==> src/rtl/i2c_slave_regfile.sv <==
// Register-file back end for an I2C slave byte interface: pointer/data protocol decode,
// auto-incrementing read/write pointer, and a host port onto the same register array.
module i2c_slave_regfile #(
  parameter int                   REG_COUNT = 16,
  parameter int                   PTR_W     = 4,
  parameter logic [7:0]           RESET_VAL = 8'h00,
  parameter logic [REG_COUNT-1:0] RO_MASK   = '0
) (
  input  logic             clk,
  input  logic             reset,
  input  logic             start,
  input  logic             stop,
  input  logic [7:0]       datareceive,
  input  logic             received,
  input  logic             sended,
  output logic [7:0]       datasend,
  output logic             wr_stb,
  output logic [PTR_W-1:0] wr_addr,
  output logic [7:0]       wr_data,
  input  logic             host_we,
  input  logic [PTR_W-1:0] host_addr,
  input  logic [7:0]       host_wdata,
  output logic [7:0]       host_rdata
);

  typedef enum logic [2:0] {
    ST_IDLE,
    ST_ADDR,
    ST_PTR,
    ST_WDATA,
    ST_RDATA
  } state_t;

  state_t           r_state;
  state_t           w_state_next;
  logic [PTR_W-1:0] r_ptr;
  logic [PTR_W-1:0] w_ptr_next;
  logic             r_rx_q;
  logic             r_tx_q;
  logic             w_rx_ev;
  logic             w_tx_ev;
  logic             w_i2c_we;
  logic [7:0]       r_mem [REG_COUNT];
  logic [REG_COUNT-1:0] w_sel_host;
  logic [REG_COUNT-1:0] w_sel_i2c;

  assign w_rx_ev = r_rx_q & ~received;
  assign w_tx_ev = r_tx_q & ~sended;

  always_ff @(posedge clk or negedge reset) begin
    if (!reset) begin
      r_state <= ST_IDLE;
      r_ptr   <= '0;
      r_rx_q  <= 1'b1;
      r_tx_q  <= 1'b1;
    end else begin
      r_state <= w_state_next;
      r_ptr   <= w_ptr_next;
      r_rx_q  <= received;
      r_tx_q  <= sended;
    end
  end

  // start outranks stop, which outranks any byte event in the same cycle
  always_comb begin
    w_state_next = r_state;
    w_ptr_next   = r_ptr;
    w_i2c_we     = 1'b0;
    if (start) begin
      w_state_next = ST_ADDR;
    end else if (stop) begin
      w_state_next = ST_IDLE;
    end else begin
      case (r_state)
        ST_ADDR: begin
          if (w_rx_ev) w_state_next = datareceive[0] ? ST_RDATA : ST_PTR;
        end
        ST_PTR: begin
          if (w_rx_ev) begin
            w_ptr_next   = datareceive[PTR_W-1:0];
            w_state_next = ST_WDATA;
          end
        end
        ST_WDATA: begin
          if (w_rx_ev) begin
            w_i2c_we   = ~RO_MASK[r_ptr];
            w_ptr_next = r_ptr + 1'b1;
          end
        end
        ST_RDATA: begin
          if (w_tx_ev) w_ptr_next = r_ptr + 1'b1;
        end
        default: w_state_next = ST_IDLE;
      endcase
    end
  end

  genvar gi;
  generate
    for (gi = 0; gi < REG_COUNT; gi++) begin : g_sel
      assign w_sel_host[gi] = host_we  && (host_addr == PTR_W'(gi));
      assign w_sel_i2c[gi]  = w_i2c_we && (r_ptr     == PTR_W'(gi));
    end
  endgenerate

  // Host write is applied last so it wins a same-index collision
  always_ff @(posedge clk or negedge reset) begin
    if (!reset) begin
      for (int i = 0; i < REG_COUNT; i++) r_mem[i] <= RESET_VAL;
    end else begin
      for (int i = 0; i < REG_COUNT; i++) begin
        if (w_sel_host[i])     r_mem[i] <= host_wdata;
        else if (w_sel_i2c[i]) r_mem[i] <= datareceive;
      end
    end
  end

  always_ff @(posedge clk or negedge reset) begin
    if (!reset) begin
      datasend   <= '0;
      host_rdata <= '0;
      wr_stb     <= 1'b0;
      wr_addr    <= '0;
      wr_data    <= '0;
    end else begin
      datasend   <= r_mem[r_ptr];
      host_rdata <= r_mem[host_addr];
      wr_stb     <= w_i2c_we;
      if (w_i2c_we) begin
        wr_addr <= r_ptr;
        wr_data <= datareceive;
      end
    end
  end

endmodule

==> config.mk <==
export PLATFORM = sky130hd
export DESIGN_NAME = i2c_slave_regfile
export DESIGN_NICKNAME = d
export VERILOG_FILES = /design/src/rtl/i2c_slave_regfile.sv
export SDC_FILE = /design/constraint.sdc
export NUM_CORES = 1
export LEC_CHECK = 0
export CORE_MARGIN = 2
export CORE_UTILIZATION = 50
export DETAILED_ROUTE_END_ITERATION = 10
export PLACE_DENSITY = 0.67
export SLEW_MARGIN = 10
export SYNTH_ARGS = -nofsm -noshare
export SYNTH_HDL_FRONTEND = slang
export SYNTH_SLANG_ARGS = --single-unit
==> constraint.sdc <==
create_clock -name clk -period 4.22 [get_ports clk]
set_clock_uncertainty 0.15 [all_clocks]
set_input_delay 0.844 -clock clk [delete_from_list [all_inputs] [get_ports clk]]
set_output_delay 0.844 -clock clk [all_outputs]
set_load 0.02 [all_outputs]
## Yosys cells after proc, flatten, opt, wreduce, memory -nomap -nowiden

Memory sizes are Yosys's and may differ from the RTL's.
Index checks and enable logic that the tools add are counted.

- Register bits after elaboration: 166
- Bits in read-only memories: 16
- Input port bits: 27
- Output and inout bits: 29
- Logic and storage cells: 186
- Memories: 1

- Add/sub/neg operators: 1
- Magnitude comparators: 3
- Eq/ne operators: 40
- Multiplexer cells: 53
- Bitwise operators: 9
- Reduce and logical (&&, ||, !) cells: 54

Memories:

| memory | words | width | rd ports | clocked after memory_dff | wr ports | line | source |
|---|---|---|---|---|---|---|---|
| (no name shown) | 16 | 1 | 1 | 0 | 0 | 86 | `w_i2c_we = ~RO_MASK[r_ptr];` |

Operator list:

| cell | count |
|---|---|
| 8-bit 2-to-1 mux | 36 |
| 8-bit binary-select mux with 4-bit select | 2 |
| 4-bit equality test (second input constant) | 16 |
| 4-bit by 3-bit equality test with 1-bit output (second input constant) | 8 |
| 1-bit logical AND | 32 |
| 2-bit nonzero test | 16 |
| 4-bit by 2-bit equality test with 1-bit output (second input constant) | 4 |
| 3-bit 2-to-1 mux | 5 |
| 4-bit 2-to-1 mux | 3 |
| 4-bit one-hot mux with 3 select lines | 1 |
| 5-bit >= comparator (second input constant) | 2 |
| 4-bit NOT with 5-bit output | 2 |
| 3-bit one-hot mux with 3 select lines | 1 |
| 4-bit by 1-bit equality test with 1-bit output (second input constant) | 2 |
| 4-bit zero test | 2 |
| 4-bit != test (second input constant) | 2 |
| 3-bit by 2-bit equality test with 1-bit output (second input constant) | 2 |
| 2-bit != test (second input constant) | 3 |
| 6-bit AND reduction | 1 |
| 4-bit by 5-bit < comparator with 1-bit output (second input constant) | 1 |
| 1-bit 2-to-1 mux | 5 |
| 1-bit NOT | 5 |
| 4-bit by 1-bit adder with 4-bit output (second input constant) | 1 |
| 3-bit by 1-bit equality test with 1-bit output (second input constant) | 1 |
| 6 further kinds | 7 |

## Longest topological paths before layout

- Word-level depth: 10
- Mapped depth: 7
- Mapped depth without buffers: 4

## Worst setup path after synthesis

Ideal clock, no wire load.

- Path kind: input to register
- Start point: in host_addr[3]
- End point: reg r_mem[100] in the netlist's numbering
- Library setup time: 0.125 ns
- Arrival: 2.367 ns
- Data required time: 3.945 ns
- Slack: 1.578 ns
- Stages on the path: 7
- Buffers on the path: 3
- Cell sequence: buf_2 > or3b_1 > buf_2 > nor2_2 > a31o_2 > buf_4 > mux2_2

- Word-level cells in the longest chain between the ends: 3
- Elaborated cells between the ends (all ways): 4
- Those cells by class: eq/ne: 1; mux: 1; reduce/logical: 2

Ends and longest elaborated chain:

| what | line | source |
|---|---|---|
| start, declared | 21 | `input logic [PTR_W-1:0] host_addr,` |
| 4-bit by 2-bit equality test with 1-bit output * | 101 | `assign w_sel_host[gi] = host_we && (host_addr == PTR_W'(gi));` |
| 1-bit logical AND * | 101 |  |
| 8-bit 2-to-1 mux / 2-bit nonzero test (equally long branches) | -- |  |
| end signal, assigned by index | 112 | `if (w_sel_host[i]) r_mem[i] <= host_wdata;` |
| end signal, assigned by index | 113 | `else if (w_sel_i2c[i]) r_mem[i] <= datareceive;` |
| end, declared | 43 | `logic [7:0] r_mem [REG_COUNT];` |

Mark *: on every way between the ends. The rest lies on a longest branch, timed or not.
A chain may end at the register's enable or synchronous reset.

## Final worst setup path

- Start point: in received
- End point: reg r_mem[50] in the netlist's numbering

- Word-level cells in the longest chain between the ends: 8

Ends and longest elaborated chain:

| what | line | source |
|---|---|---|
| start, declared | 14 | `input logic received,` |
| 1-bit NOT | 47 | `assign w_rx_ev = r_rx_q & ~received;` |
| 1-bit bitwise AND | 47 |  |
| 1-bit 2-to-1 mux | 85 | `if (w_rx_ev) begin` |
| 1-bit 2-to-1 mux | 74 | `case (r_state)` |
| 1-bit 2-to-1 mux | 71 | `end else if (stop) begin` |
| 1-bit 2-to-1 mux | 69 | `if (start) begin` |
| 1-bit logical AND | 102 | `assign w_sel_i2c[gi] = w_i2c_we && (r_ptr == PTR_W'(gi));` |
| 2-bit nonzero test (no line) | -- |  |

No other way between the ends.

==> metrics.md <==
| Metric | Value |
|---|---|
| Final wirelength | about 28000 µm |
| Reg-to-Reg End | r_mem[50]$_DFFE_PN0P_ |
| Largest net degree at the start of global routing | between 80 and 90 |
| CP max stage delay | between 800 and 900 ps |
| Combinational share of power | roughly 24% |
| Pwr per Cell Area | 441 nW/µm² |
| Total gr overflow | 0 |
| Hold buffers post-CTS | 0 |
| Vias post-DR | 6619 |
| ANT cells | 0 |
| Placed cell area | ~11000 µm² |
| WL/cell | 27.7 µm |
| ANT nets after route | 0 |
| Drt first pass iters | 5 |
| Synthesized cell area | 9840 µm² |
| Initial antenna violation count | 0 |
| Root buffer cell | clkbuf_16 |
| Fillers | around 1600 |
| Seq/Total Area, Yosys | 42.2% |
| Post-CTS Resized | 0 |
| CP cell instances | clkdlybuf4s50_1 -> nor2b_1 -> and4_1 -> buf_4 -> a31oi_2 -> mux2_2 |
| Worst EP required | 4380 ps |
| Dpl hpwl | 18200 µm |
| Grt peak-use layer | met2 |
| Synth Warn # | 0 |
| First-pass GRT wire length | 42800 µm |
| Syn Inst Count | 699 |
| Worst R2R Start | r_rx_q$_DFF_PN1_ |
| DRC viols | 0 |
| Total power | 0.00494 W |
| Worst-case clock buffer depth | 2 |
| Largest vdd supply drop | 0.272 mV |
| Gp weighted congestion | between 0.8 and 0.9 |
| Finished Core Util | around 58% |
| Flops & latches, synth | around 170 |
| Post-CTS setup buffer count | 0 |
| Clock network fraction of total power | 30.6% |
| P_sw | 0.00143 W |
| Final setup viols | 0 |
| # rows | 51 |
| Area Overhead vs Synth | 13.7% |
| Maxcap violations | 0 |
| CTS tree | yes |
| Final hold vios | 0 |
| Initial Util | 50.7% |
| Worst-Margin Slew | roughly 1000 ps |
| Arrival time at the worst endpoint | 3210 ps |
| Reg2reg path depth | 5 |
| DIE HEIGHT | 144 µm |
| Post-Layout Inst Area | 11200 µm² |
| Worst path slowest cell | a31oi_2 |
| Number of buffers created by CTS | 17 |
| Hold/Removal Path Class | in -> async |
| Int Power | 0.00351 W |
| Unrepaired setup endpoints after global routing | false |
| First DRT Iteration DRCs | 435 |
| Worst-path fanout max | 29 |
| Sw frac | between 20 and 30% |
| Worst rel slew slack | 33.6% |
| R2R Setup Slk | ~1600 ps |
| Area of the core | approximately 19000 µm² |
| Number of synthesized flops with an enable pin | 0 |
| Syn_nets | 730 |
| Setup TNS | 0 ps |
| I/O pin count | 56 |
| Total track usage | 28.6% |
| Leak Pwr | 4.51 nW |
| Clk slew on worst S/H paths | 60 ps |
| Clk_lat worst skew | 430 ps |
| Yosys cell types | 41 |
| Crit Path Class | in -> reg |
| Sequential Power Share | 45.0% |
| CP delay by family, top | compound AO/OA/AOI/OAI gates |
| Max Slew Vio Count | 0 |
| Vias/cell | 6.51 |
| Htree depth | 4 |
| Die Wd | around 140 µm |
| Sink Count | 166 |
| M3 GR Usage | 5.17% |
| Worst path bufs/invs | 2 |
| Share of cells above drive strength 1 | 52.3% |
| Outcome | finished clean |
| Global Route met1 Usage | between 30% and 40% |
| Minimum clock period | 3060 ps |
| Main synth FF type | dfrtp_1 |
| F_max | 0.327 GHz |
| Async S/R FF share, synth | 100% |
| CP startpoint kind | primary input |
| Die footprint | 20800 µm² |
| GRT met2 Usage | 46.7% |
| Vias in the first global route | 6966 |
| Mean Syn Cell Area | 14.1 µm² |
| Worst Setup End Kind | flop |
| Final period util | 72.4% |
| # nets final | 769 |
| Port-buffer cells | 55 |
-- stage by stage --
step | setup slack [ps] | cells | hold slack (ps)
final | 1160 | 1016 | 314
after global routing | 1060 | 1016 | 361
after CTS | 860 | 1016 | 341
after detailed placement | 415 | 984 | 349
after global placement | 440 | 984 | 344
after floorplan | 1580 | 699 | 341
-- sequential cells by signal, indices dropped and copies added, names as in the netlist --
| register | cells |
|---|---|
| r_ptr | 4 |
| r_tx_q | 1 |
| r_rx_q | 1 |
| host_rdata | 8 |
| wr_data | 8 |
| r_state | 3 |
| wr_stb | 1 |
| r_mem | 128 |
| datasend | 8 |
| wr_addr | 4 |
-- cells in the final DEF (no fill, tap or decap), types with 2 or more instances in the layout --
cell | netlist | layout
buf_2 | 14 | 2
clkbuf_8 | 0 | 3
ha_1 | 4 | 4
inv_1 | 6 | 6
nand2b_1 | 3 | 3
clkinv_2 | 0 | 3
clkinvlp_4 | 0 | 4
mux2_2 | 253 | 253
mux4_2 | 64 | 64
a31o_2 | 4 | 4
or2_1 | 2 | 2
or3_1 | 3 | 3
nor2_2 | 1 | 2
a22oi_1 | 34 | 34
nor2b_1 | 4 | 4
buf_4 | 1 | 21
nor3_1 | 6 | 6
dfstp_2 | 2 | 2
nor2_1 | 19 | 18
mux2i_1 | 4 | 4
nand2_1 | 20 | 20
clkinv_4 | 0 | 3
nand3b_1 | 3 | 3
a31oi_2 | 12 | 12
dfrtp_1 | 164 | 163
a21oi_1 | 2 | 2
mux2_1 | 14 | 14
nand3_1 | 3 | 3
clkbuf_16 | 0 | 17
clkdlybuf4s50_1 | 0 | 52
o21ai_0 | 3 | 3
-- Yosys cell counts (3+ instances only) --
| master | number | area share, % |
|---|---|---|
| mux4_2 | 64 | 15 |
| buf_6 | 3 | 0.34 |
| nand2_1 | 20 | 0.76 |
| mux2i_1 | 4 | 0.41 |
| a31o_2 | 4 | 0.36 |
| mux2_2 | 253 | 29 |
| buf_1 | 5 | 0.19 |
| inv_1 | 6 | 0.23 |
| mux2_1 | 14 | 1.6 |
| nor3_1 | 6 | 0.31 |
| nand2b_1 | 3 | 0.19 |
| ha_1 | 4 | 0.51 |
| buf_2 | 14 | 0.71 |
| dfrtp_1 | 164 | 42 |
| nor2_1 | 19 | 0.72 |
| nand3b_1 | 3 | 0.23 |
| o21ai_0 | 3 | 0.15 |
| or3_1 | 3 | 0.19 |
| clkbuf_1 | 33 | 1.3 |
| a22oi_1 | 34 | 2.6 |
| nor2b_1 | 4 | 0.25 |
| a31oi_2 | 12 | 1.5 |
| nand3_1 | 3 | 0.15 |
-- worst max path at each step --
stage                  from                endpoint  slack [ps]  cells past startpoint
2_1_floorplan  host_addr[3]  r_mem[100]$_DFFE_PN0P_        1580                      7
3_3_place_gp   host_addr[2]   r_mem[54]$_DFFE_PN0P_         440                      5
3_5_place_dp   host_addr[2]   r_mem[50]$_DFFE_PN0P_         410                      5
4_1_cts        host_addr[2]   r_mem[50]$_DFFE_PN0P_         860                      5
5_1_grt        host_addr[2]   r_mem[36]$_DFFE_PN0P_        1060                      6
6_report           received   r_mem[50]$_DFFE_PN0P_        1160                      6
-- metal layers --
metal | part of all wire (%) | vias to the layer above
met4 | 2.8 | 0
li1 | - | 2776
met3 | 5.8 | 66
met5 | 0 | -
met2 | 50 | 283
met1 | 41 | 3494
-- logic make-up after synthesis --
group | Yosys count | share of synthesized area [%]
AO/OA/AOI/OAI | 60 | 5.15
adder cells (fa/ha/maj) | 4 | 0.509
multiplexers | 335 | 45.6
flip-flops | 166 | 42.2
buffers and inverters | 62 | 2.81
AND/OR/NAND/NOR | 72 | 3.66
-- area by class of cell --
type | count | area, µm² | area share [%]
Sequential cell | 166 | 4160 | 37.2
Inverter | 6 | 22.5 | 0.201
Clock buffer | 21 | 470 | 4.20
Clock inverter | 11 | 101 | 0.906
Multi-Input combinational cell | 471 | 5410 | 48.3
Tap cell | 265 | 332 | 2.96
Timing Repair Buffer | 76 | 699 | 6.25
-- power by group through the flow --
stage	Sequential (W)	Clock, W	Combinational, W
2_1_floorplan	0.00219	0	0.000802
3_3_place_gp	0.00220	0	0.00117
3_5_place_dp	0.00223	0	0.00120
4_1_cts	0.00221	0.00154	0.00121
5_1_grt	0.00226	0.00161	0.00129
6_report	0.00222	0.00151	0.00121
(Power assumes the default switching activity.)
